## config.mk

```make
export PLATFORM = sky130hd
export DESIGN_NAME = cdb_arbiter
export DESIGN_NICKNAME = d
export VERILOG_FILES = /design/src/rtl/cdb_pkg.sv /design/src/rtl/cdb_fifo.sv /design/src/rtl/cdb_arbiter.sv
export SDC_FILE = /design/constraint.sdc
export NUM_CORES = 1
export LEC_CHECK = 0
export CAP_MARGIN = 20
export CORE_ASPECT_RATIO = 0.6
export CORE_MARGIN = 8
export CORE_UTILIZATION = 50
export CTS_CLUSTER_DIAMETER = 80
export DETAILED_ROUTE_END_ITERATION = 8
export PLACE_DENSITY = 0.77
export SYNTH_ARGS = -nofsm -noshare
export SYNTH_HDL_FRONTEND = slang
export SYNTH_HIERARCHICAL = 1
export SYNTH_SLANG_ARGS = --single-unit
```

## constraint.sdc

```tcl
create_clock -name clock -period 3.8 [get_ports clock]
set_input_delay 0.57 -clock clock [delete_from_list [all_inputs] [get_ports clock]]
set_output_delay 0.57 -clock clock [all_outputs]
set_load 0.02 [all_outputs]
```

## src/rtl/cdb_pkg.sv

```systemverilog
`default_nettype none
// ============================================================================
// Module   : cdb_pkg
// Purpose  : Shared definitions for the CDB transmit arbiter: bus field
//            layout, source-bit encoding, arbiter state encoding and the
//            destination-register decoder.
// Revision : 1.0 - initial release
// ============================================================================
package cdb_pkg;

    // Packed CDB word layout: {dest_onehot[2:0], pos[1:0], src, data[9:0]}
    localparam int CDB_W        = 16;
    localparam int CDB_DATA_LSB = 0;
    localparam int CDB_DATA_W   = 10;
    localparam int CDB_SRC_BIT  = 10;
    localparam int CDB_POS_LSB  = 11;
    localparam int CDB_POS_W    = 2;
    localparam int CDB_DEST_LSB = 13;
    localparam int CDB_DEST_W   = 3;

    localparam logic CDB_SRC_ALU = 1'b1;
    localparam logic CDB_SRC_LS  = 1'b0;

    // State records which kind of word was driven on the bus this cycle.
    typedef enum logic [1:0] {
        S_IDLE    = 2'd0,
        S_ALU     = 2'd1,
        S_LS_ADDR = 2'd2,
        S_LS_DATA = 2'd3
    } cdb_state_t;

    typedef struct packed {
        logic                  illegal;
        logic [CDB_DEST_W-1:0] onehot;
    } dest_dec_t;

    // R0 maps to the MSB of the dest field; encodings 3..7 are illegal.
    function automatic dest_dec_t dest_to_onehot(input logic [2:0] dest);
        dest_dec_t d;
        d.illegal = 1'b0;
        d.onehot  = '0;
        case (dest)
            3'd0:    d.onehot = 3'b100;
            3'd1:    d.onehot = 3'b010;
            3'd2:    d.onehot = 3'b001;
            default: d.illegal = 1'b1;
        endcase
        return d;
    endfunction

endpackage
`default_nettype wire

```

## src/rtl/cdb_fifo.sv

```systemverilog
`default_nettype none
// ============================================================================
// Module   : cdb_fifo
// Purpose  : Small synchronous FIFO buffering one CDB producer.
// Ports    : clock, reset (async active-low), push, pop, din,
//            full, empty, head (combinational view of the oldest entry).
//            Push is refused when full even if a pop happens in the same
//            cycle; pop on empty is ignored.
// Revision : 1.0 - initial release
// ============================================================================
module cdb_fifo #(
    parameter int WIDTH = 8,
    parameter int DEPTH = 2
) (
    input  logic             clock,
    input  logic             reset,
    input  logic             push,
    input  logic             pop,
    input  logic [WIDTH-1:0] din,
    output logic             full,
    output logic             empty,
    output logic [WIDTH-1:0] head
);

    localparam int c_PTR_W = $clog2(DEPTH);
    localparam int c_CNT_W = $clog2(DEPTH) + 1;

    logic [WIDTH-1:0]   r_mem [DEPTH];
    logic [c_PTR_W-1:0] r_wr_ptr;
    logic [c_PTR_W-1:0] r_rd_ptr;
    logic [c_CNT_W-1:0] r_count;
    logic               w_push;
    logic               w_pop;

    assign full   = (r_count == c_CNT_W'(DEPTH));
    assign empty  = (r_count == '0);
    assign w_push = push & ~full;
    assign w_pop  = pop & ~empty;
    assign head   = r_mem[r_rd_ptr];

    // Storage needs no reset: entries are only read while counted valid.
    always_ff @(posedge clock) begin
        if (w_push) begin
            r_mem[r_wr_ptr] <= din;
        end
    end

    // DEPTH is a power of two, so the pointers wrap naturally.
    always_ff @(posedge clock or negedge reset) begin
        if (!reset) begin
            r_wr_ptr <= '0;
            r_rd_ptr <= '0;
            r_count  <= '0;
        end else begin
            if (w_push) begin
                r_wr_ptr <= r_wr_ptr + c_PTR_W'(1);
            end
            if (w_pop) begin
                r_rd_ptr <= r_rd_ptr + c_PTR_W'(1);
            end
            case ({w_push, w_pop})
                2'b10:   r_count <= r_count + c_CNT_W'(1);
                2'b01:   r_count <= r_count - c_CNT_W'(1);
                default: r_count <= r_count;
            endcase
        end
    end

endmodule
`default_nettype wire

```

## src/rtl/cdb_arbiter.sv

```systemverilog
`default_nettype none
// ============================================================================
// Module   : cdb_arbiter
// Purpose  : Transmit end of the Common Data Bus. Buffers ALU and load/store
//            results in per-producer FIFOs, arbitrates round-robin (with LS
//            address/data pair completion) and drives one registered 16-bit
//            CDB word per cycle, all-zero when idle.
// Ports    : clock, reset (async active-low)
//            alu_valid/alu_ready/alu_dest/alu_pos/alu_data   - ALU producer
//            ls_valid/ls_ready/ls_dest/ls_pos/ls_data/ls_last - LS producer
//            cdb      - packed bus word, 0 = no event
//            err_dest - pulse: word with illegal dest dropped
//            err_beat - pulse: LS beat-order violation
// Config   : define CDB_BEAT_CHECK_EN to build the LS beat-order checker;
//            otherwise err_beat is tied low.
// Revision : 1.0 - initial release
// ============================================================================
module cdb_arbiter
    import cdb_pkg::*;
#(
    parameter int DATA_W     = CDB_DATA_W,
    parameter int POS_W      = CDB_POS_W,
    parameter int FIFO_DEPTH = 2
) (
    input  logic              clock,
    input  logic              reset,
    input  logic              alu_valid,
    output logic              alu_ready,
    input  logic [2:0]        alu_dest,
    input  logic [POS_W-1:0]  alu_pos,
    input  logic [DATA_W-1:0] alu_data,
    input  logic              ls_valid,
    output logic              ls_ready,
    input  logic [2:0]        ls_dest,
    input  logic [POS_W-1:0]  ls_pos,
    input  logic [DATA_W-1:0] ls_data,
    input  logic              ls_last,
    output logic [CDB_W-1:0]  cdb,
    output logic              err_dest,
    output logic              err_beat
);

    localparam int c_ALU_W = 3 + POS_W + DATA_W;
    localparam int c_LS_W  = c_ALU_W + 1;

    logic                w_alu_full, w_alu_empty, w_alu_push, w_alu_pop;
    logic                w_ls_full,  w_ls_empty,  w_ls_push,  w_ls_pop;
    logic [c_ALU_W-1:0]  w_alu_head;
    logic [c_LS_W-1:0]   w_ls_head;
    dest_dec_t           w_alu_dec, w_ls_dec;
    logic                w_ls_head_last;

    cdb_state_t          r_state, w_state_nxt;
    logic [CDB_W-1:0]    r_cdb, w_cdb_nxt;
    logic                r_err_dest, w_err_dest_nxt;
    logic                r_rr_alu, w_rr_alu_nxt;   // 1 = ALU preferred on tie

    assign alu_ready  = ~w_alu_full;
    assign ls_ready   = ~w_ls_full;
    assign w_alu_push = alu_valid & ~w_alu_full;
    assign w_ls_push  = ls_valid & ~w_ls_full;

    cdb_fifo #(.WIDTH(c_ALU_W), .DEPTH(FIFO_DEPTH)) u_alu_fifo (
        .clock (clock),
        .reset (reset),
        .push  (w_alu_push),
        .pop   (w_alu_pop),
        .din   ({alu_dest, alu_pos, alu_data}),
        .full  (w_alu_full),
        .empty (w_alu_empty),
        .head  (w_alu_head)
    );

    cdb_fifo #(.WIDTH(c_LS_W), .DEPTH(FIFO_DEPTH)) u_ls_fifo (
        .clock (clock),
        .reset (reset),
        .push  (w_ls_push),
        .pop   (w_ls_pop),
        .din   ({ls_last, ls_dest, ls_pos, ls_data}),
        .full  (w_ls_full),
        .empty (w_ls_empty),
        .head  (w_ls_head)
    );

    assign w_alu_dec      = dest_to_onehot(w_alu_head[DATA_W+POS_W +: 3]);
    assign w_ls_dec       = dest_to_onehot(w_ls_head[DATA_W+POS_W +: 3]);
    assign w_ls_head_last = w_ls_head[c_LS_W-1];

    always_ff @(posedge clock or negedge reset) begin
        if (!reset) begin
            r_state    <= S_IDLE;
            r_cdb      <= '0;
            r_err_dest <= 1'b0;
            r_rr_alu   <= 1'b1;
        end else begin
            r_state    <= w_state_nxt;
            r_cdb      <= w_cdb_nxt;
            r_err_dest <= w_err_dest_nxt;
            r_rr_alu   <= w_rr_alu_nxt;
        end
    end

    always_comb begin
        w_state_nxt    = S_IDLE;
        w_cdb_nxt      = '0;
        w_err_dest_nxt = 1'b0;
        w_rr_alu_nxt   = r_rr_alu;
        w_alu_pop      = 1'b0;
        w_ls_pop       = 1'b0;

        // Pair completion: the data beat right after an address beat wins.
        if (r_state == S_LS_ADDR && !w_ls_empty && w_ls_head_last) begin
            w_ls_pop = 1'b1;
        end else if (!w_alu_empty && !w_ls_empty) begin
            w_alu_pop = r_rr_alu;
            w_ls_pop  = ~r_rr_alu;
        end else begin
            w_alu_pop = ~w_alu_empty;
            w_ls_pop  = ~w_ls_empty;
        end

        if (w_alu_pop) begin
            w_rr_alu_nxt = 1'b0;
            if (w_alu_dec.illegal) begin
                w_err_dest_nxt = 1'b1;
            end else begin
                w_state_nxt = S_ALU;
                w_cdb_nxt[CDB_DEST_LSB +: CDB_DEST_W] = w_alu_dec.onehot;
                w_cdb_nxt[CDB_POS_LSB +: POS_W]       = w_alu_head[DATA_W +: POS_W];
                w_cdb_nxt[CDB_SRC_BIT]                = CDB_SRC_ALU;
                w_cdb_nxt[CDB_DATA_LSB +: DATA_W]     = w_alu_head[DATA_W-1:0];
            end
        end else if (w_ls_pop) begin
            w_rr_alu_nxt = 1'b1;
            if (w_ls_dec.illegal) begin
                w_err_dest_nxt = 1'b1;
            end else begin
                w_state_nxt = w_ls_head_last ? S_LS_DATA : S_LS_ADDR;
                w_cdb_nxt[CDB_DEST_LSB +: CDB_DEST_W] = w_ls_dec.onehot;
                w_cdb_nxt[CDB_POS_LSB +: POS_W]       = w_ls_head[DATA_W +: POS_W];
                w_cdb_nxt[CDB_SRC_BIT]                = CDB_SRC_LS;
                w_cdb_nxt[CDB_DATA_LSB +: DATA_W]     = w_ls_head[DATA_W-1:0];
            end
        end
    end

    assign cdb      = r_cdb;
    assign err_dest = r_err_dest;

`ifdef CDB_BEAT_CHECK_EN
    // LS beats must alternate address (last=0) / data (last=1). A wrong
    // beat is flagged but still enqueued.
    logic r_exp_last;
    logic r_err_beat;

    always_ff @(posedge clock or negedge reset) begin
        if (!reset) begin
            r_exp_last <= 1'b0;
            r_err_beat <= 1'b0;
        end else begin
            r_err_beat <= w_ls_push && (ls_last != r_exp_last);
            if (w_ls_push) begin
                r_exp_last <= ~r_exp_last;
            end
        end
    end

    assign err_beat = r_err_beat;
`else
    assign err_beat = 1'b0;
`endif

endmodule
`default_nettype wire

```

Yosys cells after proc, flatten, opt, wreduce, memory -nomap -nowiden
Memory sizes are Yosys's and may differ from the RTL's.
Cells that the tools add are included.
{ "classes": {"n_addsub": 8, "reduce_logical": 14, "n_mux": 27, "n_eq_ne": 11, "bitwise": 11} }
{ "ops": {"columns": ["operator", "n"], "rows": [
  ["$mux W16", 4],
  ["$pmux W3 S3", 2],
  ["$mux W1", 16],
  ["$eq A2 B2 Y1 const B", 5],
  ["$pmux W2 S2", 2],
  ["$and A1 B1 Y1", 6],
  ["$eq A3 B1 Y1 const B", 2],
  ["$eq A3 B2 Y1 const B", 2],
  ["$logic_not A3 Y1", 2],
  ["$mux W2", 3],
  ["$reduce_bool A2 Y1", 3],
  ["$reduce_or A3 Y1", 2],
  ["$not A1 Y1", 5],
  ["$add A1 B1 Y1 const B", 4],
  ["$add A2 B1 Y2 const B", 2],
  ["$eq A2 B1 Y1 const B", 2],
  ["$logic_not A2 Y1", 2],
  ["$sub A2 B1 Y2 const B", 2],
  ["$logic_and A1 B1 Y1", 3],
  ["$logic_not A1 Y1", 2]
]} }
{ "totals": {"inputBits": 35, "ramBits": 62, "n_memories": 2, "word_cells": 83, "register_bits": 28} }
{ "memory_table": {"columns": ["memory", "depth", "width", "read_ports", "rd_ports_with_merged_regs", "wr", "line_no", "text"], "rows": [
  ["u_ls_fifo.r_mem", 2, 16, 1, 0, 1, "cdb_fifo.sv:28", "logic [WIDTH-1:0] r_mem [DEPTH];"],
  ["u_alu_fifo.r_mem", 2, 15, 1, 0, 1, "cdb_fifo.sv:28", null]
]} }

Longest topological paths before layout
Gate-level depths: netlist of run 1.
{ "logic_depth": {"word_depth": 8, "mapped_depth": 10, "depth_no_buf": 9} }

Cells and area by module
Netlist of run 1, hierarchy kept.
{ "modules_own_cells": {"columns": ["mod", "instances", "cells_per_inst", "area_each_um2"], "rows": [
  ["cdb_fifo at u_ls_fifo", 1, 68, 1402.6],
  ["cdb_fifo at u_alu_fifo", 1, 65, 1331.3],
  ["cdb_arbiter", 1, 68, 898.4]
]} }

Least setup slack after synthesis of run 1
OpenSTA, ideal clock, no wires.
{ "synth_timing": {"path_kind": "reg-to-reg", "startpoint": "register u_ls_fifo.r_rd_ptr", "endpoint": "register u_alu_fifo.r_count[1]", "stages_incl_launch_ff": 10, "n_path_buf": 1, "synth_period_minus_slack_ns": 1.913, "arrival_ns": 1.833, "path_slack_ns": 1.887, "cell_sequence": "dfrtp_1 buf_6 mux2_2 nand3b_1 a21oi_1 nor2_1 nor2b_2 ha_1 nor2_1 xor2_1"} }
{ "synth_via": {"elab_chain_len": 6, "elab_cells_between_ends": 8, "cone_classes": "2 x eq/ne; 2 x mux; 1 x bitwise; 2 x reduce/logical; 1 x memory"} }
{ "synth_lines": {"columns": ["item", "line_no", "text"], "rows": [
  ["start: declaration", "cdb_fifo.sv:30", "logic [c_PTR_W-1:0] r_rd_ptr;"],
  ["start signal: assignment", "cdb_fifo.sv:59", "r_rd_ptr <= r_rd_ptr + c_PTR_W'(1);"],
  ["$mem_v2 Z2 W16 *", null, null],
  ["net w_ls_head[15]", "cdb_arbiter.sv:49", "logic [c_LS_W-1:0] w_ls_head;"],
  ["$logic_and A1 B1 Y1 *", "cdb_arbiter.sv:112", "if (r_state == S_LS_ADDR && !w_ls_empty && w_ls_head_last) begin"],
  ["$mux W1 *", "cdb_arbiter.sv:112", null],
  ["net w_alu_pop", "cdb_arbiter.sv:46", "logic w_alu_full, w_alu_empty, w_alu_push, w_alu_pop;"],
  ["$and A1 B1 Y1 *", "cdb_fifo.sv:38", "assign w_pop = pop & ~empty;"],
  ["net u_alu_fifo.w_pop", "cdb_fifo.sv:33", "logic w_pop;"],
  ["$eq A2 B1 Y1 / $eq A2 B2 Y1 (equally long branches)", "cdb_fifo.sv:61", "case ({w_push, w_pop})"],
  ["$pmux W2 S2 / $reduce_bool A2 Y1 (equally long branches)", null, null],
  ["end signal: assignment", "cdb_fifo.sv:62", "2'b10: r_count <= r_count + c_CNT_W'(1);"],
  ["end signal: assignment", "cdb_fifo.sv:63", "2'b01: r_count <= r_count - c_CNT_W'(1);"],
  ["end signal: assignment", "cdb_fifo.sv:64", "default: r_count <= r_count;"],
  ["end: declaration", "cdb_fifo.sv:31", "logic [c_CNT_W-1:0] r_count;"]
]} }
The timed path passes the listed nets; every way through them passes the cells marked *.
A chain may end at the register's enable or synchronous reset.

Worst setup path in the final report of run 1
{ "layout_timing": {"startpoint": "register u_ls_fifo.r_rd_ptr", "endpoint": "register r_cdb[5], in the netlist cdb[5]"} }
{ "layout_via": {"elab_cells_between_ends": 11, "cone_classes": "2 x eq/ne; 5 x mux; 3 x reduce/logical; 1 x memory"} }
{ "layout_lines": {"columns": ["item", "line_no", "text"], "rows": [
  ["$mem_v2 Z2 W16 *", null, null],
  ["net w_ls_head[15]", "cdb_arbiter.sv:49", null],
  ["$logic_and A1 B1 Y1 *", "cdb_arbiter.sv:112", null],
  ["$mux W1", "cdb_arbiter.sv:112", null],
  ["$mux W16", "cdb_arbiter.sv:133", "end else if (w_ls_pop) begin"],
  ["$mux W16 *", "cdb_arbiter.sv:122", "if (w_alu_pop) begin"],
  ["net w_cdb_nxt[5]", "cdb_arbiter.sv:54", "logic [CDB_W-1:0] r_cdb, w_cdb_nxt;"],
  ["end signal: assignment", "cdb_arbiter.sv:97", "r_cdb <= w_cdb_nxt;"],
  ["end: declaration", "cdb_arbiter.sv:54", null]
]} }
Marks and branches as above.

==> summary.txt, run 1 <==
Run status -> finished clean
Setup CP Type -> flop to flop
DRT iter0 DRCs -> 166
Syn Nets -> 238
CTS root buffer -> clkbuf_16
CP max FO -> 15
Slew headroom -> 0.457
Post-CTS setup buffer count -> 0
Multi-input gate area -> 945 um2
Most numerous cell in the Yosys netlist -> edfxtp_1
# port buffers -> 53
First-pass GRT wire length -> 10,200 um
Final Core Density -> 0.631
Max-cap viol count -> 0
DRT Wirelength -> 6440 um
Placed cell area -> 0.00421 mm2
Row count -> 24
Yosys warns -> 6
Critical Path RT -> 4.08 ns
Initial antenna violation count -> 0
Post-synth top area share -> 0.513
Met3 Usage GRT -> 0.0778
EDFF count, synth -> 62
GR Util met1 -> 0.168
I/O pin count -> 55
Vias in the first global route -> 1,912
Worst Tran Pin Value -> 0.815 ns
Clock Sinks -> 90
Crit path time final -> 2.42 ns
Largest net degree at the start of global routing -> 17
Number of CTS-inserted buffers -> 9
Ranking of synthesized cells by area -> edfxtp_1, dfrtp_1, mux2_4
Hold buffers post-CTS -> 0
Total power -> 3750 uW
Critical Path Source Type -> flop
Core area -> 0.00715 mm2
Netlist cell types -> 34
Initial DRT Pass Iterations -> 4
Worst-skew pair later-pin latency -> 0.34 ns
Clk_skew -> 0.00731 ns
Async set-reset flop share out of synthesis -> 0.311
Fill count -> 518
RSZ-0062 raised after global routing -> false
Seq cells post-synth -> 90
Min Hold Slack -> 0.484 ns
Total grt overflow -> 0
Starting Density -> 0.508
Most Crowded Layer GR -> met2
Area delta synth->final -> 24.3%
Pleak -> 0.00175 uW
Max Transition Viols Final -> 0
Post-DRT Antenna Nets -> 0
Hold Violations, Final -> 0
CP Capture Type -> flop
Nets -> 298
Most used DFF post-synth -> edfxtp_1
Vias -> 1,815
Synth Instances -> 201
Die height -> 82.0 um
Die area -> 0.0103 mm2
Maximum root-to-sink buffer count -> 2
CTS clk-pin slew, worst paths -> 0.06 ns
Max Clk Rate -> 413 MHz
Die Span X -> 126 um
Register area share after synthesis -> 0.706
Maximum vdd drop -> 0.285 mV
GRT Total Usage -> 0.137
Vias/cell -> 5.08
Placed wire-length estimate -> 4530 um
Period utilization -> 0.638
Residual DRC -> 0
Post-synth top area cell -> edfxtp_1
CTS tree -> built
Share of cells above drive strength 1 -> 0.271
CTS resizes -> 0
Setup TNS -> 0 ns
Final Instance Area -> 0.00451 mm2
Worst EP arrival -> 2.71 ns
Gp weighted congestion -> 0.761
Cell Pwr Density -> 832 mW/mm2
Synthesized area -> 0.00363 mm2
Avg Synthesized Cell Area -> 18.1 um2
Met2 usage -> 0.198
Post-synth top cells -> edfxtp_1, dfrtp_1, mux2_4
CTS HTree Levels -> 3
Min-Delay Path Class -> flop to flop
N_diodes -> 0
Register area -> 0.00256 mm2
Routed wire per std cell -> 18.0 um
Finish-stage setup viols -> 0
==> where the power goes <==
part	leakage (uW)	switching [uW]	internal [uW]
sequential	0.000926	157	1370
combinational	0.000672	632	697
clock	0.000151	363	532
==> layout make-up <==
| type | instances | share of cell area |
|---|---|---|
| clock buffer | 11 | 0.0538 |
| clock inverter | 5 | 0.0136 |
| inverter | 7 | 0.00582 |
| tap | 91 | 0.0252 |
| multi-input combinational | 96 | 0.209 |
| timing repair buffer | 57 | 0.124 |
| sequential | 90 | 0.568 |
==> state kept, by name (all words and copies together) (netlist names), 2 cells and up <==
signal	count
u_ls_fifo/r_count	2
r_state	2
u_alu_fifo/r_count	2
u_ls_fifo/r_mem	32
cdb	16
u_alu_fifo/r_mem	30
==> final timing paths <==
| check | cells after the start | slack, ns | end | startpoint |
|---|---|---|---|---|
| worst max-delay path | 5 | 1.38 | cdb[5] | u_ls_fifo/r_rd_ptr |
| worst min-delay path | 2 | 0.48 | r_rr_alu | r_rr_alu |
| worst max register to register | 5 | 1.38 | cdb[5] | u_ls_fifo/r_rd_ptr |
| worst min register to register | 2 | 0.48 | r_rr_alu | r_rr_alu |
| max in group asynchronous | 2 | 2.55 | cdb[7] | reset |
| min in group asynchronous | 1 | 0.62 | cdb[13] | reset |
==> critical path, cell delays in order (launching register included) <==
cell and delay (ns):
dfrtp_1 0.48, buf_4 0.29, mux2_2 0.39, nor4bb_4 0.19, nor4bb_4 0.74, a22o_2 0.27
==> placed cells by master, fill, tap and decap left out, types with 6 or more instances in the layout <==
master and instances:
mux2_4 18, clkdlybuf4s50_1 53, inv_1 7, dfrtp_1 27, edfxtp_1 62, a22o_2 12, xnor2_1 6, nor2_1 10
mux2_2 13, clkbuf_16 9
==> metrics by stage <==
stage               setup WS (ns)  instances
finish                       1.38        357
global route                 1.19        357
CTS                          1.37        357
detailed placement           1.38        341
global placement             1.41        341
floorplan                    1.89        201
==> logic make-up after synthesis <==
kind of cell | share of synthesized area
flops | 0.706
mux | 0.115
simple gates | 0.0524
compound gates | 0.0610
buf+inv | 0.0341
xor+xnor | 0.0241
fa+ha+maj | 0.00689
other cells | 0.00103
==> metal layers <==
layer / wire length [um] / up-vias
met5: 0 / -
met4: 112 / 0
met3: 498 / 11
met2: 2910 / 55
met1: 2920 / 884
li1: - / 865
(Power assumes the default switching activity.)
==> run 2, diff against run 1 <==
CORE_UTILIZATION = 48   (was 50)
clock period = 2.2 ns   (was 3.8 ns; I/O delays follow)
==> summary.txt, run 2 (same netlist as run 1, synthesis figures left out) <==
Initial DRT Pass Iterations -> 4 (unchanged)
Hold buffers post-CTS -> 0 (unchanged)
Placed wire-length estimate -> 4470 um (was 4530 um)
Commonest cells after routing, fill and taps aside -> edfxtp_1, clkdlybuf4s50_1, dfrtp_1, mux2_4, mux2_2 (unchanged)
Gp weighted congestion -> 0.740 (was 0.761)
CTS resizes -> 0 (unchanged)
Power share of the combinational group -> 0.382 (was 0.354)
Worst setup path endpoint -> u_ls_fifo/r_count[1] (was cdb[5])
Die height -> 83.4 um (was 82.0 um)
Vias in the first global route -> 1,984 (was 1,912)
Post-DRT Antenna Nets -> 0 (unchanged)
Initial antenna violation count -> 0 (unchanged)
Clock power share -> 0.226 (was 0.238)
Hold Violations, Final -> 0 (unchanged)
Worst-skew pair later-pin latency -> 0.34 ns (about the same)
Residual DRC -> 0 (unchanged)
Vias -> 1,872 (was 1,815)
Die area -> 0.0107 mm2 (was 0.0103 mm2)
Core area -> 0.00730 mm2 (was 0.00715 mm2)
Share of cells above drive strength 1 -> 0.279 (was 0.271)
Uppermost layer routed -> met4 (unchanged)
Total grt overflow -> 0 (unchanged)
CTS HTree Levels -> 3 (unchanged)
Setup CP Type -> flop to flop (unchanged)
Critical Path RT -> 2.46 ns (was 4.08 ns)
Max-cap viol count -> 0 (unchanged)
Finish-stage setup viols -> 0 (unchanged)
N_diodes -> 0 (unchanged)
Row count -> 24 (unchanged)
Max Transition Viols Final -> 0 (unchanged)
Sequential fraction of design power -> 0.392 (was 0.408)
Routed wire per std cell -> 16.9 um (was 18.0 um)
Metal2 WL -> 2980 um (was 2910 um)
Min Hold Slack -> 0.386 ns (was 0.484 ns)
Maximum root-to-sink buffer count -> 2 (unchanged)
Register bank with the most flops -> u_ls_fifo/r_mem (unchanged)
Vias/cell -> 4.98 (was 5.08)
GRT Total Usage -> 0.127 (was 0.137)
Critical Path Source Type -> flop (unchanged)
Met3 WL -> 520 um (was 498 um)
Period utilization -> 0.924 (was 0.638)
Starting Density -> 0.498 (was 0.508)
DRT Wirelength -> 6350 um (was 6440 um)
CP max-delay cell -> dfrtp_1 (was nor4bb_4)
Min-Delay Path Class -> input pin to async pin (was flop to flop)
Setup TNS -> 0 ns (unchanged)
RSZ-0062 raised after global routing -> false (unchanged)
Reg2reg start -> u_alu_fifo/r_count[0] (was u_ls_fifo/r_rd_ptr)
Clk_skew -> 0.00623 ns (was 0.00731 ns)
Run status -> finished clean (unchanged)
Maximum vdd drop -> 0.559 mV (was 0.285 mV)
Nets -> 304 (was 298)
Crit path time final -> 2.03 ns (was 2.42 ns)
NetSw -> 1980 uW (was 1150 uW)
DRT iter0 DRCs -> 130 (was 166)
Number of CTS-inserted buffers -> 9 (unchanged)
Post-CTS setup buffer count -> 0 (unchanged)
# port buffers -> 53 (unchanged)
CTS tree -> built (unchanged)
Worst reg2reg path depth -> 7 (was 5)
CTS clk-pin slew, worst paths -> 0.06 ns (about the same)
CTS root buffer -> clkbuf_16 (unchanged)
Cell chain of the critical path -> nor2_1 > nor2b_1 > a21oi_1 > nor2b_2 > ha_1 > nor2_1 > xor2_1 (was buf_4 > mux2_2 > nor4bb_4 > nor4bb_4 > a22o_2)
Cell Pwr Density -> 1430 mW/mm2 (was 832 mW/mm2)
CP max stage delay -> 0.42 ns (was 0.74 ns)
Max Clk Rate -> 492 MHz (was 413 MHz)
Pleak -> 0.00177 uW (was 0.00175 uW)
FF-to-FF End -> u_ls_fifo/r_count[1] (was cdb[5])
Pint -> 4580 uW (was 2600 uW)
CP max FO -> 7 (was 15)
Largest net degree at the start of global routing -> 29 (was 17)
Die Span X -> 128 um (was 126 um)
Worst EP arrival -> 2.29 ns (was 2.71 ns)
First-pass GRT wire length -> 10,000 um (was 10,200 um)
Crit path launch -> u_alu_fifo/r_count[0] (was u_ls_fifo/r_rd_ptr)
Met1 Routed Length -> 2800 um (was 2920 um)
CP Capture Type -> flop (unchanged)
Commonest non-fill, non-tap cell in the layout -> edfxtp_1 (unchanged)
Sw Ratio -> 0.301 (was 0.307)
FF-to-FF setup slack -> 0.17 ns (was 1.38 ns)
Most frequent CP cell -> nor2_1 (was nor4bb_4)
I/O pin count -> 55 (unchanged)
Max FFs per register -> 32 (unchanged)
Clock Sinks -> 90 (unchanged)
Area delta synth->final -> 26.3% (was 24.3%)
[run 2: cell types whose count changed in the layout (fill, tap and decap cells not counted)]
cell	before	now
clkbuf_1	1	3
buf_4	4	8
clkinvlp_4	0	1
clkinv_4	1	0
buf_12	0	2
inv_6	2	0
[run 2: worst max-delay path: cells and delay by family (launching register included)]
family | cells | cell delay, ns
compound gates | 1 | 0.23
fa+ha+maj | 1 | 0.27
simple gates | 4 | 0.90
xor+xnor | 1 | 0.15
flops | 1 | 0.42
[run 2: area by class of cell]
| type | count | area (um2) |
|---|---|---|
| multi-input cells | 96 | 945 |
| clock buffers | 13 | 250 |
| well taps | 104 | 130 |
| flip-flops and latches | 90 | 2560 |
| clock inverters | 3 | 42.5 |
| inverters | 7 | 26.3 |
| repair buffers | 63 | 631 |
| fillers | 550 | 2710 |
[run 2: how the worst min path moves through the flow]
stage | to | slack (ns) | depth (start not counted)
2_1_floorplan | cdb[0] | 0.03 | 0
3_3_place_gp | r_rr_alu | 0.47 | 2
3_5_place_dp | r_rr_alu | 0.47 | 2
4_1_cts | cdb[6] | 0.39 | 2
5_1_grt | cdb[6] | 0.41 | 2
6_report | cdb[13] | 0.39 | 2
[run 2: routing by layer]
metal / vias to the layer above / global-route usage
li1: 886 / -
met1: 922 / 0.149
met2: 57 / 0.195
met3: 7 / 0.0702
met4: 0 / 0.0354
met5: - / 0
[run 2: power groups by stage]
stage	registers, uW	clock network (uW)	logic (uW)
final	2570	1480	2500
after global routing	2610	1600	2690
after CTS	2570	1520	2530
after detailed placement	2600	0	2500
after global placement	2580	0	2460
after floorplan	2680	0	1750
[run 2: metrics by stage]
step,utilization,cell area [um2],total power [uW],cells,setup slack [ns]
final,0.629,4590,6550,376,0.168
after global routing,0.629,4590,6900,376,0.0820
after CTS,0.629,4590,6630,376,0.217
after detailed placement,0.589,4300,5100,360,0.242
after global placement,0.589,4300,5050,360,0.269
after floorplan,-,3630,4430,201,0.287
==> run 3, diff against run 2 <==
CAP_MARGIN = default   (was 20)
==> results of run 3 <==
Same layout as run 2: the final DEF is identical, and so are final timing and power.
